**config.mk**
```make
export PLATFORM = sky130hd
export DESIGN_NAME = regfile_wb_arbiter
export DESIGN_NICKNAME = d
export VERILOG_FILES = /design/src/rtl/regarb_pkg.sv /design/src/rtl/regarb_starve_ctr.sv /design/src/rtl/regfile_wb_arbiter.sv
export SDC_FILE = /design/constraint.sdc
export NUM_CORES = 1
export LEC_CHECK = 0
export ABC_CLOCK_PERIOD_IN_PS = 2100
export BUFFER_PORTS_ARGS = -buffer_cell sky130_fd_sc_hd__buf_2
export CORE_MARGIN = 8
export CORE_UTILIZATION = 35
export DETAILED_ROUTE_END_ITERATION = 16
export HOLD_SLACK_MARGIN = 0.05
export PLACE_DENSITY = 0.65
export RECOVER_POWER = 25
export SLEW_MARGIN = 10
export SYNTH_ARGS = -nofsm -noshare
export SYNTH_HDL_FRONTEND = slang
export SYNTH_SLANG_ARGS = --single-unit
```
**constraint.sdc**
```tcl
create_clock -name Clk -period 2.1 [get_ports Clk]
set_clock_uncertainty 0.15 [all_clocks]
set_input_delay 0.21 -clock Clk [delete_from_list [all_inputs] [get_ports Clk]]
set_output_delay 0.21 -clock Clk [all_outputs]
set_load 0.005 [all_outputs]
```
**src/rtl/regarb_pkg.sv**
```systemverilog
// Shared definitions for the register-file writeback arbiter.
//   - Architectural register numbers that get special treatment
//     ($0, $26/$27 kernel registers, $31 return address).
//   - State encoding for the starvation guard FSM.
//   - Source IDs naming which general writer won the port in a cycle.
//   - is_protected(): true for destinations whose writes are silently dropped.
package regarb_pkg;

   localparam logic [4:0] REG_ZERO = 5'd0;
   localparam logic [4:0] REG_K0   = 5'd26;
   localparam logic [4:0] REG_K1   = 5'd27;
   localparam logic [4:0] REG_RA   = 5'd31;

   typedef enum logic {
      ST_NORMAL,
      ST_FORCE_ALU
   } state_t;

   typedef enum logic [1:0] {
      SRC_NONE,
      SRC_ALU,
      SRC_MEM
   } src_t;

   function automatic logic is_protected(input logic [4:0] addr);
      return (addr == REG_ZERO) || (addr == REG_K0) || (addr == REG_K1);
   endfunction

endpackage

```
**src/rtl/regarb_starve_ctr.sv**
```systemverilog
// Starvation guard for the ALU writeback source.
// Counts consecutive cycles in which the ALU asks for the write port but is
// refused. Once the count has reached STARVE_LIMIT the FSM moves to
// FORCE_ALU, which flips the general-port priority towards the ALU until
// the ALU is accepted or withdraws its request.
// Ports:
//   clk        in  clock
//   rst        in  asynchronous active-high reset
//   alu_valid  in  ALU write request
//   alu_ready  in  ALU request accepted this cycle
//   force_alu  out registered; high while in FORCE_ALU
module regarb_starve_ctr
   import regarb_pkg::*;
#(
   parameter int STARVE_LIMIT = 4
) (
   input  logic clk,
   input  logic rst,
   input  logic alu_valid,
   input  logic alu_ready,
   output logic force_alu
);

   localparam int CW = (STARVE_LIMIT < 1) ? 1 : $clog2(STARVE_LIMIT + 1);
   localparam logic [CW-1:0] CTR_MAX = CW'(STARVE_LIMIT);

   state_t        state;
   logic [CW-1:0] wait_ctr;

   // The transition to FORCE_ALU looks at the registered count, so the
   // forced grant lands one cycle after the count saturates. A limit of
   // zero keeps the counter pinned at zero and never forces.
   always_ff @(posedge clk or posedge rst) begin
      if (rst) begin
         state     <= ST_NORMAL;
         wait_ctr  <= '0;
         force_alu <= 1'b0;
      end else if (!alu_valid || alu_ready) begin
         state     <= ST_NORMAL;
         wait_ctr  <= '0;
         force_alu <= 1'b0;
      end else begin
         if (wait_ctr != CTR_MAX) begin
            wait_ctr <= wait_ctr + 1'b1;
         end
         if ((STARVE_LIMIT != 0) && (wait_ctr == CTR_MAX)) begin
            state     <= ST_FORCE_ALU;
            force_alu <= 1'b1;
         end else begin
            force_alu <= (state == ST_FORCE_ALU);
         end
      end
   end

endmodule

```
**src/rtl/regfile_wb_arbiter.sv**
```systemverilog
// Arbitrates the register file's single general write port between the
// ALU and MEM writeback sources, and drives the separate jal/return_address
// link port. Writes to $0/$26/$27 are accepted but dropped; general writes
// to $31 are redirected onto the link port. All register-file outputs are
// registered so they are stable before the register file's negedge write.
// Optional feature macro: REGARB_FAULT_EN (protected-write fault counter).
// Ports:
//   Clk, Rst                      clock, asynchronous active-high reset
//   alu_valid/addr/data, alu_ready   ALU writeback request channel
//   mem_valid/addr/data, mem_ready   MEM (load) writeback request channel
//   link_valid, link_ra, link_ready  jal link request channel
//   WAddr, WData, RegWrite          general write port to register file
//   jal, return_address             link write port to register file
//   fault_sticky, fault_count       protected-write faults (REGARB_FAULT_EN)
module regfile_wb_arbiter
   import regarb_pkg::*;
#(
   parameter int STARVE_LIMIT = 4,
   parameter int FAULT_W      = 8
) (
   input  logic               Clk,
   input  logic               Rst,
   input  logic               alu_valid,
   output logic               alu_ready,
   input  logic [4:0]         alu_addr,
   input  logic [31:0]        alu_data,
   input  logic               mem_valid,
   output logic               mem_ready,
   input  logic [4:0]         mem_addr,
   input  logic [31:0]        mem_data,
   input  logic               link_valid,
   input  logic [31:0]        link_ra,
   output logic               link_ready,
   output logic [4:0]         WAddr,
   output logic [31:0]        WData,
   output logic               RegWrite,
   output logic               jal,
   output logic [31:0]        return_address
`ifdef REGARB_FAULT_EN
   ,
   output logic               fault_sticky,
   output logic [FAULT_W-1:0] fault_count
`endif
);

   logic        force_alu;
   logic        alu_ok;
   logic        mem_ok;
   src_t        grant_src;
   logic [4:0]  sel_addr;
   logic [31:0] sel_data;
   logic        sel_is_ra;
   logic        sel_drop;

   regarb_starve_ctr #(
      .STARVE_LIMIT(STARVE_LIMIT)
   ) u_starve_ctr (
      .clk       (Clk),
      .rst       (Rst),
      .alu_valid (alu_valid),
      .alu_ready (alu_ready),
      .force_alu (force_alu)
   );

   // A $31 general write needs the link port, so it cannot go while a real
   // link request owns that port.
   assign alu_ok = !((alu_addr == REG_RA) && link_valid);
   assign mem_ok = !((mem_addr == REG_RA) && link_valid);

   // Each ready depends only on the other source's valid, never its own.
   // The favoured source takes the port whenever it is eligible; the other
   // one gets it only when the favoured one is idle or blocked by a link.
   always_comb begin
      alu_ready  = 1'b0;
      mem_ready  = 1'b0;
      link_ready = 1'b0;
      if (!Rst) begin
         link_ready = 1'b1;
         if (force_alu) begin
            alu_ready = alu_ok;
            mem_ready = mem_ok && !(alu_valid && alu_ok);
         end else begin
            mem_ready = mem_ok;
            alu_ready = alu_ok && !(mem_valid && mem_ok);
         end
      end
   end

   // Pick the accepted general source and classify its destination.
   always_comb begin
      grant_src = SRC_NONE;
      sel_addr  = '0;
      sel_data  = '0;
      if (alu_valid && alu_ready) begin
         grant_src = SRC_ALU;
         sel_addr  = alu_addr;
         sel_data  = alu_data;
      end else if (mem_valid && mem_ready) begin
         grant_src = SRC_MEM;
         sel_addr  = mem_addr;
         sel_data  = mem_data;
      end
      sel_is_ra = (grant_src != SRC_NONE) && (sel_addr == REG_RA);
      sel_drop  = (grant_src != SRC_NONE) && is_protected(sel_addr);
   end

   // Output registers: every accepted write shows up for exactly the next
   // cycle. Address/data hold their last value when no write is pulsing.
   always_ff @(posedge Clk or posedge Rst) begin
      if (Rst) begin
         WAddr          <= '0;
         WData          <= '0;
         RegWrite       <= 1'b0;
         jal            <= 1'b0;
         return_address <= '0;
      end else begin
         if (link_valid) begin
            jal            <= 1'b1;
            return_address <= link_ra;
         end else if (sel_is_ra) begin
            jal            <= 1'b1;
            return_address <= sel_data;
         end else begin
            jal            <= 1'b0;
         end
         if ((grant_src != SRC_NONE) && !sel_is_ra && !sel_drop) begin
            RegWrite <= 1'b1;
            WAddr    <= sel_addr;
            WData    <= sel_data;
         end else begin
            RegWrite <= 1'b0;
         end
      end
   end

`ifdef REGARB_FAULT_EN
   // Every dropped protected write is recorded; only reset clears it.
   always_ff @(posedge Clk or posedge Rst) begin
      if (Rst) begin
         fault_sticky <= 1'b0;
         fault_count  <= '0;
      end else if (sel_drop) begin
         fault_sticky <= 1'b1;
         if (fault_count != {FAULT_W{1'b1}}) begin
            fault_count <= fault_count + 1'b1;
         end
      end
   end
`endif

endmodule

```
==> metrics.md, run 1 <==
| Metric | Value |
|---|---|
| Critical path class | register to register |
| Final hold slack | 58.10 ps |
| Global route overflow | 0 |
| Total detailed-routing wirelength | around 15,000 um |
| Setup repair after global routing missed its margin | yes |
| Post-synthesis cell area | 4028 um2 |
| Path class of the lowest-slack min-delay path | input port to register |
| Peak supply drop | approximately 0.6 mV |
| Nets | 725 |
| Starting density of the core | a little over a third |
| Number of clock sinks | 75 |
| FMAX | ~430 MHz |
| Most common library cell in the layout ignoring fill and taps | sky130_fd_sc_hd__buf_2 |
| Run status | finished, violations left |
| Post-route setup TNS | -13,070 ps |
| Global-route wire length before repair | roughly 21,000 um |
| Synth cell types | between 40 and 50 |
| Clock Root Buffer | sky130_fd_sc_hd__clkbuf_16 |
| Boundary Pins | 185 |
| Count of inserted antenna diode cells | 0 |
| Worst EP required | 2170 ps |
| Total half-perimeter wirelength after legalization and detailed placement | roughly 9700 um |
| Fin area | 6342 um2 |
| Critical Path AT | 2420 ps |
| Combinational cell fraction of total power | a little under a quarter |
| Leakage power | 3.016 nW |
| Timing startpoint of the critical path | u_starve_ctr.force_alu |
| CP Capture Type | register |
| Worst-Margin Slew | just under 1000 ps |
| Power, Total | approximately 4.3 mW |
| Endpoint of the lowest-slack register-to-register path | return_address[6] |
| Number of vias in the routed layout | between 3,000 and 4,000 |
| Placed Area | between 5000 and 6000 um2 |
| Area of the die | around 15,000 um2 |
| Fillcell total | around 1,000 |
| Global-route total usage across every layer | between 10% and 20% |
| Most frequent cells in the layout | sky130_fd_sc_hd__buf_2 (160), sky130_fd_sc_hd__dfrtp_1 (75), sky130_fd_sc_hd__buf_4 (40) |
| Worst reg2reg path depth | 8 |
| Synthesized netlist net count | between 400 and 500 |
| Number of global-route vias before repair | roughly 4,100 |
| Shortest period the worst path allows | 2349 ps |
| Clock Latency Late Sink | ~340 ps |
| Number of hold violations in the final report | 0 |
| Final Util | 56.02% |
| Portion of total power attributed to sequential cells | 40.1% |
| Power density cells | just under 700 nW/um2 |
| Vertical extent of the die | roughly 120 um |
| Clock tree from TritonCTS | built |
| Top_reg_cell synth | sky130_fd_sc_hd__dfrtp_1 |
| Setup crit end | return_address[6] |
| Launch point of the worst hold path | link_ra[6] |
| Clock-pin slew of the registers on the worst-case setup and hold paths | 60 ps |
| Cells after Synth | 356 |
| Number of buffers added by the clock tree synthesis step | 9 |
| Chip width | 123.3 um |
| Initial antenna violation count | 0 |
| Largest net degree at the start of global routing | between 70 and 80 |
| Syn-to-layout area delta | 57.47% |
| Share of total power in the clock network | between 30% and 40% |
| Worst setup margin | -249.0 ps |
| Final period util | 111.9% |
| Sequential element share of the synthesized area | 46.60% |
| Highest fanout seen on the critical path | 5 |
| DRT Pass-1 Iters | 4 |
| Relative slew slack | about 34% |
| Remaining design rule violation count | 0 |
| Register-to-register setup slack | -250 ps |
| Synth warn | 0 |
| Register bit count reported by yosys | between 70 and 80 |
| Final Setup Violations | 67 |
| Post-Layout Cell Count | 760 |
| Standard-cell rows | 39 |
| Count of antenna-violating nets left after detailed routing | 0 |
| Design internal power | between 3 and 4 mW |
| Final estimated routing congestion in global placement | ~0.89 |
| Final Slew Violations | 0 |
| Port Buffers | between 150 and 200 |
| Proportion of layout cells with a drive suffix above 1 | 44.08% |
| Detailed Route Iter0 Violations | around 220 |
| Worst setup SP type | register |
| Switching component of the power | around 1.2 mW |
| Syn avg cell area | 11.31 um2 |
| Pre-CTS WS | -346.6 ps |
| Origin of the critical flop-to-flop path | u_starve_ctr.force_alu |
| Detail-routed via count per cell | 5.153 |
| Maximum capacitance violations | 0 |
| Share of async-settable or async-resettable flops after synthesis | between 90% and 100% |
| Count of placed standard cells including taps | 699 |
| Violated checks | negative setup slack |
| Area of the core | about 11,000 um2 |
| Number of enable-type register cells in the synthesized netlist | 0 |
| Fraction of power spent switching nets | between 20% and 30% |
| H-Tree Level Count | 3 |
| Wire length per cell after detailed routing | roughly 19 um |
| Max Root-Sink Buffers | 2 |
-- worst min path at each step --
| stage | slack, ps | to | depth (start not counted) |
|---|---|---|---|
| CTS | 50 | return_address[15] | 3 |
| global placement | 310 | WData[11] | 1 |
| floorplan | 240 | WAddr[1] | 2 |
| detailed placement | 320 | WData[21] | 1 |
| global route | 60 | return_address[15] | 3 |
| finish | 60 | return_address[6] | 3 |
-- power by group through the flow --
stage,registers [mW],clock network (mW),logic (mW)
floorplan,1.73,0,0.388
global placement,1.73,0,0.821
detailed placement,1.73,0,0.840
CTS,1.71,1.62,0.909
global route,1.73,1.69,1.07
finish,1.71,1.59,0.978
-- flip-flops by register name, indices dropped and copies added (netlist names) --
signal / count
RegWrite: 1
WAddr: 5
WData: 32
jal: 1
return_address: 32
u_starve_ctr.force_alu: 1
u_starve_ctr.wait_ctr: 3
-- area by class of cell --
cell class                      instances  area [um2]  share of cell area (%)
Inverter                               20       78.83                   1.243
Sequential cell                        75        1877                   29.59
Multi-Input combinational cell        229        2029                   32.00
Tap cell                              143       178.9                   2.821
Clock buffer                           10       239.0                   3.768
Timing Repair Buffer                  277        1876                   29.57
Clock inverter                          6       63.81                   1.006
-- synthesized netlist by cell type, types with 4 or more instances --
cell / instances / area [um2]
sky130_fd_sc_hd__mux2i_1: 12 / 120.1
sky130_fd_sc_hd__a22o_1: 23 / 201.4
sky130_fd_sc_hd__mux2_1: 22 / 247.7
sky130_fd_sc_hd__inv_1: 20 / 75.07
sky130_fd_sc_hd__nor4_1: 12 / 75.07
sky130_fd_sc_hd__and2_1: 33 / 206.5
sky130_fd_sc_hd__a311o_1: 32 / 320.3
sky130_fd_sc_hd__nand2_1: 9 / 33.78
sky130_fd_sc_hd__nor4bb_1: 20 / 200.2
sky130_fd_sc_hd__a22oi_1: 13 / 97.59
sky130_fd_sc_hd__buf_2: 9 / 45.04
sky130_fd_sc_hd__nor3_1: 4 / 20.02
sky130_fd_sc_hd__nor2_1: 9 / 33.78
sky130_fd_sc_hd__dfrtp_1: 75 / 1877
sky130_fd_sc_hd__clkbuf_1: 15 / 56.30
sky130_fd_sc_hd__a21oi_1: 7 / 35.03
sky130_fd_sc_hd__buf_6: 6 / 67.56
-- what timing repair did --
action / in CTS / in global routing
hold buffers: 32 / 0
buffers inserted: 4 / 5
endpoints found under the hold margin: 31 / 0
pin swaps: 1 / 27
gates resized for setup: 7 / 35
endpoints found under the setup margin: 66 / 70
gates cloned: 0 / 6
-- layer usage --
layer / up-vias / global-route usage (%) / part of all wire [%] / routed length, um
li1: 1866 / - / - / -
met1: 1894 / 20.77 / 42 / 6048
met2: 139 / 30.28 / 49 / 7082
met3: 17 / 5.114 / 8.2 / 1184
met4: 0 / 5.944 / 1.3 / 194
met5: - / 0 / 0 / 0
-- cell families (layout without fill, tap and decap cells) --
logic type	Yosys count	count (layout)	synth area share, %
AO/OA/AOI/OAI	88	88	19.14
XOR/XNOR	1	1	0.2175
adder cells (fa/ha/maj)	2	2	0.6212
buffers and inverters	52	313	6.337
flip-flops	75	75	46.60
multiplexers	34	34	9.133
AND/OR/NAND/NOR	104	104	17.96
-- worst max-delay path, cell delays in order (launching register included) --
cell                      delay, ps
sky130_fd_sc_hd__dfrtp_1        380
sky130_fd_sc_hd__a21o_1         180
sky130_fd_sc_hd__o31a_1         180
sky130_fd_sc_hd__nor3b_4        260
sky130_fd_sc_hd__buf_4          150
sky130_fd_sc_hd__a22oi_2        100
sky130_fd_sc_hd__or2_4          320
sky130_fd_sc_hd__buf_12         160
sky130_fd_sc_hd__a311o_1        350
(Power assumes the default switching activity.)
==> inputs of run 2 (changes only) <==
--- a/config.mk
+++ b/config.mk
@@ -5,14 +5,14 @@
 export SDC_FILE = /design/constraint.sdc
 export NUM_CORES = 1
 export LEC_CHECK = 0
+export ABC_AREA = 1
 export ABC_CLOCK_PERIOD_IN_PS = 2100
 export BUFFER_PORTS_ARGS = -buffer_cell sky130_fd_sc_hd__buf_2
 export CORE_MARGIN = 8
 export CORE_UTILIZATION = 35
 export DETAILED_ROUTE_END_ITERATION = 16
-export HOLD_SLACK_MARGIN = 0.05
-export PLACE_DENSITY = 0.65
 export RECOVER_POWER = 25
+export SETUP_SLACK_MARGIN = 0.2
 export SLEW_MARGIN = 10
 export SYNTH_ARGS = -nofsm -noshare
 export SYNTH_HDL_FRONTEND = slang
==> metrics.md, run 2 <==
| Metric | Value |
|---|---|
| Number of hold violations in the final report | 0 (unchanged) |
| Post-Layout Cell Count | 900 (was 760) |
| Remaining design rule violation count | 0 (unchanged) |
| Synthesized-area fraction occupied by and/or/nand/nor cells | 45.42% (was 17.96%) |
| Run status | complete, no violations (was finished, violations left) |
| Multi-input logic area | 2037 um2 (was 2029 um2) |
| H-Tree Level Count | 3 (unchanged) |
| Endpoint of the lowest-slack register-to-register path | WData[26] (was return_address[6]) |
| Boundary Pins | 185 (unchanged) |
| Fillcell total | 1,118 (was 1,031) |
| Main area contributors after synthesis | sky130_fd_sc_hd__dfrtp_1 (46%), sky130_fd_sc_hd__nand3_1 (16%), sky130_fd_sc_hd__nand2_1 (15%) (was sky130_fd_sc_hd__dfrtp_1 (47%), sky130_fd_sc_hd__a311o_1 (8.0%), sky130_fd_sc_hd__mux2_1 (6.2%)) |
| Proportion of layout cells with a drive suffix above 1 | 33.55% (was 44.08%) |
| Critical path class | register to register (unchanged) |
| Synth Area in Compound Gates | 0.9768% (was 19.14%) |
| Port Buffers | 184 (unchanged) |
| Worst reg2reg path depth | 12 (was 8) |
| Parity-gate share of the synthesized area counting xor and xnor cells | 0.2137% (was 0.2175%) |
| DRT Pass-1 Iters | 7 (was 4) |
| Switching component of the power | 1.301 mW (was 1.162 mW) |
| Count of antenna-violating nets left after detailed routing | 0 (unchanged) |
| Post-route setup TNS | 0 ps (was -13,070 ps) |
| Maximum capacitance violations | 0 (unchanged) |
| Syn-to-layout area delta | 47.47% (was 57.47%) |
| Standard-cell rows | 39 (unchanged) |
| Register-to-register setup slack | 190 ps (was -250 ps) |
| Detailed Route Iter0 Violations | 467 (was 221) |
| Clock Root Buffer | sky130_fd_sc_hd__clkbuf_16 (unchanged) |
| Final estimated routing congestion in global placement | 0.8582 (was 0.8945) |
| Relative slew slack | 30.25% (was 34.31%) |
| Power density cells | 692.2 nW/um2 (was 674.4 nW/um2) |
| Final period util | 90.75% (was 111.9%) |
| DR WL met2 | 8044 um (was 7082 um) |
| FMAX | 524.7 MHz (was 425.7 MHz) |
| Detail-routed via count per cell | 5.423 (was 5.153) |
| Fraction of power spent switching nets | 31.09% (was 27.16%) |
| Setup repair after global routing missed its margin | yes (unchanged) |
| Largest registers | WData: 32 flops, return_address: 32 flops, WAddr: 5 flops (unchanged) |
| Number of global-route vias before repair | 5,004 (was 4,134) |
| Synth cell types | 24 (was 44) |
| Top sig layer | met4 (unchanged) |
| Launch point of the worst hold path | alu_data[24] (was link_ra[6]) |
| Nets | 865 (was 725) |
| Hold Crit Depth | 5 (was 3) |
| Chip width | 124.2 um (was 123.3 um) |
| Clock-pin slew of the registers on the worst-case setup and hold paths | 60 ps (about the same) |
| Number of enable-type register cells in the synthesized netlist | 0 (unchanged) |
| Worst EP required | 2220 ps (was 2170 ps) |
| CP Capture Type | register (unchanged) |
| Top_reg_cell synth | sky130_fd_sc_hd__dfrtp_1 (unchanged) |
| Wire length per cell after detailed routing | 18.24 um (was 19.09 um) |
| Shortest period the worst path allows | 1906 ps (was 2349 ps) |
| Count of inserted antenna diode cells | 0 (unchanged) |
| Final Slew Violations | 0 (unchanged) |
| Count of placed standard cells including taps | 845 (was 699) |
| Most common cell in the synthesized netlist | sky130_fd_sc_hd__nand2_1 (was sky130_fd_sc_hd__dfrtp_1) |
| Path class of the lowest-slack min-delay path | input port to register (unchanged) |
| Leakage power | 3.236 nW (was 3.016 nW) |
| Origin of the critical flop-to-flop path | u_starve_ctr.force_alu (unchanged) |
| Number of vias in the routed layout | 4,881 (was 3,916) |
| Combinational cell fraction of total power | 24.4% (was 22.9%) |
| Peak supply drop | 0.4428 mV (was 0.5999 mV) |
| Total half-perimeter wirelength after legalization and detailed placement | 11,750 um (was 9698 um) |
| Max Root-Sink Buffers | 2 (unchanged) |
| Initial antenna violation count | 0 (unchanged) |
| Hold EP | WData[24] (was return_address[6]) |
| Clock tree from TritonCTS | built (unchanged) |
| Final Setup Violations | 0 (was 67) |
| Area share of the largest cell type after synthesis | 45.79% (was 46.60%) |
| Syn avg cell area | 7.647 um2 (was 11.31 um2) |
| Share of total power in the clock network | 33.6% (was 37.1%) |
| Sequential element share of the synthesized area | 45.79% (was 46.60%) |
| Most common library cell in the layout ignoring fill and taps | sky130_fd_sc_hd__buf_2 (unchanged) |
| Largest net degree at the start of global routing | 76 (was 77) |
| Worst-Margin Slew | 1046 ps (was 985.3 ps) |
| Total detailed-routing wirelength | 16,420 um (was 14,510 um) |
| Cells after Synth | 536 (was 356) |
| Area of the die | 15,430 um2 (was 15,200 um2) |
| Synth warn | 0 (unchanged) |
| Most frequent cells after synthesis | sky130_fd_sc_hd__nand2_1 (163), sky130_fd_sc_hd__nand3_1 (132), sky130_fd_sc_hd__nand4_1 (77), sky130_fd_sc_hd__dfrtp_1 (75), sky130_fd_sc_hd__clkbuf_1 (28) (was sky130_fd_sc_hd__dfrtp_1 (75), sky130_fd_sc_hd__and2_1 (33), sky130_fd_sc_hd__a311o_1 (32), sky130_fd_sc_hd__a22o_1 (23), sky130_fd_sc_hd__mux2_1 (22)) |
| Highest fanout seen on the critical path | 7 (was 5) |
| Dominant cell type by area after synthesis | sky130_fd_sc_hd__dfrtp_1 (unchanged) |
| Area of the core | 11,420 um2 (was 11,320 um2) |
| Design internal power | 2.883 mW (was 3.116 mW) |
| Critical Path AT | 2030 ps (was 2420 ps) |
| Share of async-settable or async-resettable flops after synthesis | 100.0% (unchanged) |
| Clock Latency Late Sink | 320 ps (was 340 ps) |
| Most frequent cells in the layout | sky130_fd_sc_hd__buf_2 (159), sky130_fd_sc_hd__nand2_1 (145), sky130_fd_sc_hd__nand3_1 (132) (was sky130_fd_sc_hd__buf_2 (160), sky130_fd_sc_hd__dfrtp_1 (75), sky130_fd_sc_hd__buf_4 (40)) |
| Multiplexer share of the synthesized area | 0% (was 9.133%) |
| Post-synthesis cell area | 4099 um2 (was 4028 um2) |
| Register bit count reported by yosys | 75 (unchanged) |
| Vertical extent of the die | 124.2 um (was 123.3 um) |
| Global-route total usage across every layer | 20.20% (was 17.66%) |
| Met3 wire len | 1287 um (was 1184 um) |
| Global route overflow | 0 (unchanged) |
| Synthesized netlist net count | 649 (was 469) |
| Worst setup SP type | register (unchanged) |
| Reg area | 1877 um2 (unchanged) |
| Global-route wire length before repair | 25,960 um (was 21,090 um) |
| Portion of total power attributed to sequential cells | 42.1% (was 40.1%) |
| Main combinational cell family by area after synthesis | simple AND/OR/NAND/NOR gates (was compound AO/OA/AOI/OAI gates) |
| Number of buffers added by the clock tree synthesis step | 9 (unchanged) |
| Detailed-route wire length on metal 1 | 6677 um (was 6048 um) |
| Starting density of the core | 35.90% (was 35.58%) |
| Post-Synth Adder-Cell Area | 0.6105% (was 0.6213%) |
| Number of clock sinks | 75 (unchanged) |
[run 2: cell types whose count changed after synthesis, moves of 13 or more]
| cell | previous run | this run |
|---|---|---|
| sky130_fd_sc_hd__clkbuf_1 | 15 | 28 |
| sky130_fd_sc_hd__and2_1 | 33 | 1 |
| sky130_fd_sc_hd__nand3_1 | 3 | 132 |
| sky130_fd_sc_hd__a311o_1 | 32 | 0 |
| sky130_fd_sc_hd__nand4_1 | 1 | 77 |
| sky130_fd_sc_hd__nor4bb_1 | 20 | 0 |
| sky130_fd_sc_hd__nand2_1 | 9 | 163 |
| sky130_fd_sc_hd__a22o_1 | 23 | 0 |
| sky130_fd_sc_hd__mux2_1 | 22 | 0 |
| sky130_fd_sc_hd__a22oi_1 | 13 | 0 |
[run 2: worst max path at each step]
stage | to | cells past startpoint | from
after detailed placement | WData[22] | 13 | mem_addr[3]
after global routing | WAddr[3] | 12 | u_starve_ctr.force_alu
after CTS | WData[8] | 12 | u_starve_ctr.force_alu
final | WData[26] | 12 | u_starve_ctr.force_alu
after floorplan | WData[19] | 14 | link_valid
after global placement | WData[29] | 15 | mem_addr[3]
[run 2: timing repair]
item / 4_1_cts / 5_1_grt
endpoints found under the setup margin: 42 / 73
endpoints found under the hold margin: 83 / 0
gates resized for setup: 2 / 36
pin swaps: 0 / 21
setup buffers: 0 / 3
gates cloned: 0 / 3
hold buffers: 33 / 0
[run 2: cell families after synthesis]
family,count (synthesis)
AO/OA/AOI/OAI,5
XOR/XNOR,1
adder cells (fa/ha/maj),2
buffers and inverters,64
flip-flops,75
AND/OR/NAND/NOR,389
[run 2: critical path, stage by stage, from the launching register on]
cell and delay, ps:
sky130_fd_sc_hd__dfrtp_1 400, sky130_fd_sc_hd__nand2_1 90, sky130_fd_sc_hd__inv_2 70, sky130_fd_sc_hd__nand2_4 70, sky130_fd_sc_hd__nand4_1 120, sky130_fd_sc_hd__nand2_2 90, sky130_fd_sc_hd__buf_6 130, sky130_fd_sc_hd__nor2_2 140
sky130_fd_sc_hd__nand3b_4 120, sky130_fd_sc_hd__nand3_4 170, sky130_fd_sc_hd__clkbuf_16 180, sky130_fd_sc_hd__nand2_2 50, sky130_fd_sc_hd__nand2_1 60
[run 2: area by class of cell]
class	count	area share, %
repair buffers	255	26.89
multi-input cells	397	33.70
clock inverters	7	0.7452
flip-flops and latches	75	31.05
well taps	143	2.960
inverters	14	0.9315
clock buffers	9	3.726
[run 2: per-stage QoR]
stage | power (mW) | utilization [%] | cell area (um2) | hold WS [ps] | setup slack [ps]
2_1_floorplan | 2.192 | - | 4103 | 193.0 | 286.9
3_3_place_gp | 2.680 | 46.21 | 5276 | 282.7 | 80.97
3_5_place_dp | 2.696 | 46.21 | 5276 | 287.7 | 18.55
4_1_cts | 4.151 | 51.53 | 5884 | 133.9 | 188.1
5_1_grt | 4.419 | 52.94 | 6045 | 152.9 | 61.69
6_report | 4.184 | 52.94 | 6045 | 142.3 | 194.3
[run 2: power groups by stage]
stage	registers, mW	clock network [mW]	logic [mW]
floorplan	1.77	0	0.420
global placement	1.77	0	0.907
detailed placement	1.77	0	0.922
CTS	1.75	1.43	0.971
global route	1.78	1.50	1.13
finish	1.76	1.40	1.02
[run 2: metal layers]
| metal | GRT usage [%] | up-vias |
|---|---|---|
| met3 | 5.702 | 26 |
| met2 | 34.04 | 251 |
| met5 | 0 | - |
| li1 | - | 2290 |
| met1 | 24.26 | 2314 |
| met4 | 6.449 | 0 |
==> inputs of run 3 (changes only) <==
--- a/config.mk
+++ b/config.mk
@@ -11,7 +11,7 @@
 export CORE_MARGIN = 8
 export CORE_UTILIZATION = 35
 export DETAILED_ROUTE_END_ITERATION = 16
-export RECOVER_POWER = 25
+export GPL_TIMING_DRIVEN = 0
 export SETUP_SLACK_MARGIN = 0.2
 export SLEW_MARGIN = 10
 export SYNTH_ARGS = -nofsm -noshare
==> metrics.md, run 3 (synthesis gave the netlist of run 2 again) <==
| Metric | Value |
|---|---|
| Run status | complete, no violations (unchanged) |
| Layer with the highest usage | met2 (unchanged) |
| Remaining design rule violation count | 0 (unchanged) |
| Final Setup Violations | 0 (unchanged) |
| Combinational cell fraction of total power | 24.3% (was 24.4%) |
| Origin of the critical flop-to-flop path | u_starve_ctr.force_alu (unchanged) |
| Portion of total power attributed to sequential cells | 39.9% (was 42.1%) |
| H-Tree Level Count | 3 (unchanged) |
| Maximum capacitance violations | 0 (unchanged) |
| Final estimated routing congestion in global placement | 0.8800 (was 0.8582) |
| Reg area | 1877 um2 (unchanged) |
| Fraction of power spent switching nets | 29.50% (was 31.09%) |
| Wire length per cell after detailed routing | 18.30 um (was 18.24 um) |
| Clock Root Buffer | sky130_fd_sc_hd__clkbuf_16 (unchanged) |
| Port Buffers | 183 (was 184) |
| Boundary Pins | 185 (unchanged) |
| Multi-input logic area | 2082 um2 (was 2037 um2) |
| Clock tree from TritonCTS | built (unchanged) |
| Worst EP required | 2170 ps (was 2220 ps) |
| Power, Total | 4.424 mW (was 4.184 mW) |
| Met2 Resource Use GR | 34.45% (was 34.04%) |
| Most frequent cells in the layout | sky130_fd_sc_hd__buf_2 (187), sky130_fd_sc_hd__nand2_1 (132), sky130_fd_sc_hd__nand3_1 (132) (was sky130_fd_sc_hd__buf_2 (159), sky130_fd_sc_hd__nand2_1 (145), sky130_fd_sc_hd__nand3_1 (132)) |
| Starting density of the core | 35.90% (unchanged) |
| Final hold slack | 42.67 ps (was 142.3 ps) |
| Final Slew Violations | 0 (unchanged) |
| Placed Area | 5238 um2 (was 5276 um2) |
| Setup repair after global routing missed its margin | yes (unchanged) |
| Total half-perimeter wirelength after legalization and detailed placement | 12,700 um (was 11,750 um) |
| Area of the core | 11,420 um2 (unchanged) |
| Fillcell total | 1,085 (was 1,118) |
| Largest registers | WData: 32 flops, return_address: 32 flops, WAddr: 5 flops (unchanged) |
| Relative slew slack | 42.74% (was 30.25%) |
| Launch point of the worst hold path | link_valid (was alu_data[24]) |
| Critical path class | register to register (unchanged) |
| Leakage power | 3.461 nW (was 3.236 nW) |
| DRT Pass-1 Iters | 5 (was 7) |
| Post-route setup TNS | 0 ps (unchanged) |
| Worst setup SP type | register (unchanged) |
| Worst-Margin Slew | 856.0 ps (was 1046 ps) |
| Path class of the lowest-slack min-delay path | input port to register (unchanged) |
| Critical-path cell list | nor2_1 > nand2_2 > nand4_1 > nand2_2 > nand2_4 > nor2_2 > nor2_4 > nand3_4 > buf_12 > clkbuf_16 > nand2_1 > nand2_1 (was nand2_1 > inv_2 > nand2_4 > nand4_1 > nand2_2 > buf_6 > nor2_2 > nand3b_4 > nand3_4 > clkbuf_16 > nand2_2 > nand2_1) |
| Worst path slowest cell | sky130_fd_sc_hd__dfrtp_1 (unchanged) |
| Proportion of layout cells with a drive suffix above 1 | 38.12% (was 33.55%) |
| Share of total power in the clock network | 35.8% (was 33.6%) |
| Number of clock sinks | 75 (unchanged) |
| Global routing usage on met3 | 5.021% (was 5.702%) |
| Timing startpoint of the critical path | u_starve_ctr.force_alu (unchanged) |
| Standard-cell rows | 39 (unchanged) |
| Count of inserted antenna diode cells | 0 (unchanged) |
| Count of antenna-violating nets left after detailed routing | 0 (unchanged) |
| Shortest period the worst path allows | 1934 ps (was 1906 ps) |
| Global-route total usage across every layer | 20.88% (was 20.20%) |
| Detailed Route Iter0 Violations | 378 (was 467) |
| Number of buffers added by the clock tree synthesis step | 9 (unchanged) |
| Worst setup margin | 165.6 ps (was 194.3 ps) |
| Post-Layout Cell Count | 930 (was 900) |
| Top Family by Delay on Critical Path | simple AND/OR/NAND/NOR gates (unchanged) |
| FMAX | 517.0 MHz (was 524.7 MHz) |
| Fin area | 6385 um2 (was 6045 um2) |
| Global route overflow | 0 (unchanged) |
| Design internal power | 3.119 mW (was 2.883 mW) |
| Area of the die | 15,430 um2 (unchanged) |
| Final Util | 55.92% (was 52.94%) |
| Vertical extent of the die | 124.2 um (unchanged) |
| Most common library cell in the layout ignoring fill and taps | sky130_fd_sc_hd__buf_2 (unchanged) |
| Peak supply drop | 0.3285 mV (was 0.4428 mV) |
| Nets | 895 (was 865) |
| Final period util | 92.11% (was 90.75%) |
| Highest cell delay on the worst timing path | 400 ps (about the same) |
| Max Root-Sink Buffers | 2 (unchanged) |
| Syn-to-layout area delta | 55.77% (was 47.47%) |
| Critical path buffers and inverters | 2 (was 3) |
| CP Capture Type | register (unchanged) |
| Largest net degree at the start of global routing | 33 (was 76) |
| Highest fanout seen on the critical path | 6 (was 7) |
| GR Layer Usage met1 | 26.11% (was 24.26%) |
| Number of vias in the routed layout | 4,990 (was 4,881) |
| Total detailed-routing wirelength | 17,020 um (was 16,420 um) |
| Initial antenna violation count | 2 (was 0) |
| Number of hold violations in the final report | 0 (unchanged) |
| Switching component of the power | 1.305 mW (was 1.301 mW) |
| Clock-pin slew of the registers on the worst-case setup and hold paths | 60 ps (about the same) |
| Global-route wire length before repair | 26,640 um (was 25,960 um) |
| Count of placed standard cells including taps | 864 (was 845) |
| Critical Path AT | 2010 ps (was 2030 ps) |
| Power density cells | 692.9 nW/um2 (was 692.2 nW/um2) |
| Detail-routed via count per cell | 5.366 (was 5.423) |
| Number of global-route vias before repair | 5,034 (was 5,004) |
| Clock Latency Late Sink | 330 ps (was 320 ps) |
| Chip width | 124.2 um (unchanged) |
| Pre-CTS WS | -277.6 ps (was 18.55 ps) |
-- run 3: cell count changes in the layout (fill, tap and decap cells not counted), sizes merged --
cell          delta
nand2            +1
bufinv           +1
clkinvlp         -4
clkbuf           +3
buf             +28
dlymetal6s4s     +1
-- run 3: worst paths after layout --
kind                       slack, ps                  to  cells after the start
max                              170           WData[14]                     12
min                               40  return_address[30]                      3
max reg2reg                      170           WData[14]                     12
min reg2reg                      320            WData[4]                      2
max in group asynchronous        760                 jal                      3
min in group asynchronous        240  return_address[31]                      4
-- run 3: cell type report --
cell class	instances	share of cell area [%]
Sequential cell	75	29.39
Tap cell	143	2.802
Inverter	14	0.9602
Timing Repair Buffer	234	23.65
Clock inverter	4	0.7643
Clock buffer	12	4.017
Buffer	50	5.801
Multi-Input combinational cell	398	32.61
-- run 3: worst register-to-register path, cell delays in order (launching register included) --
cell and delay [ps]:
sky130_fd_sc_hd__dfrtp_1 400, sky130_fd_sc_hd__nor2_1 120, sky130_fd_sc_hd__nand2_2 100, sky130_fd_sc_hd__nand4_1 150, sky130_fd_sc_hd__nand2_2 120, sky130_fd_sc_hd__nand2_4 110, sky130_fd_sc_hd__nor2_2 60, sky130_fd_sc_hd__nor2_4 120
sky130_fd_sc_hd__nand3_4 100, sky130_fd_sc_hd__buf_12 150, sky130_fd_sc_hd__clkbuf_16 160, sky130_fd_sc_hd__nand2_1 50, sky130_fd_sc_hd__nand2_1 40
-- run 3: power by group through the flow --
stage / clock network, mW / registers [mW] / logic, mW
6_report: 1.59 / 1.77 / 1.07
5_1_grt: 1.67 / 1.79 / 1.19
4_1_cts: 1.61 / 1.75 / 1.01
3_5_place_dp: 0 / 1.77 / 0.904
3_3_place_gp: 0 / 1.77 / 0.878
2_1_floorplan: 0 / 1.77 / 0.420
-- run 3: metal layers --
layer	vias to the layer above	wire [um]
li1	2357	-
met1	2355	7337
met2	246	7934
met3	28	1380
met4	4	346
met5	-	20
-- run 3: timing repair --
item | CTS | global route
gates resized for setup | 54 | 52
hold buffers | 34 | 0
setup buffers | 6 | 4
pin swaps | 5 | 21
endpoints found under the setup margin | 73 | 73
endpoints found under the hold margin | 50 | 0
cloned | 0 | 6
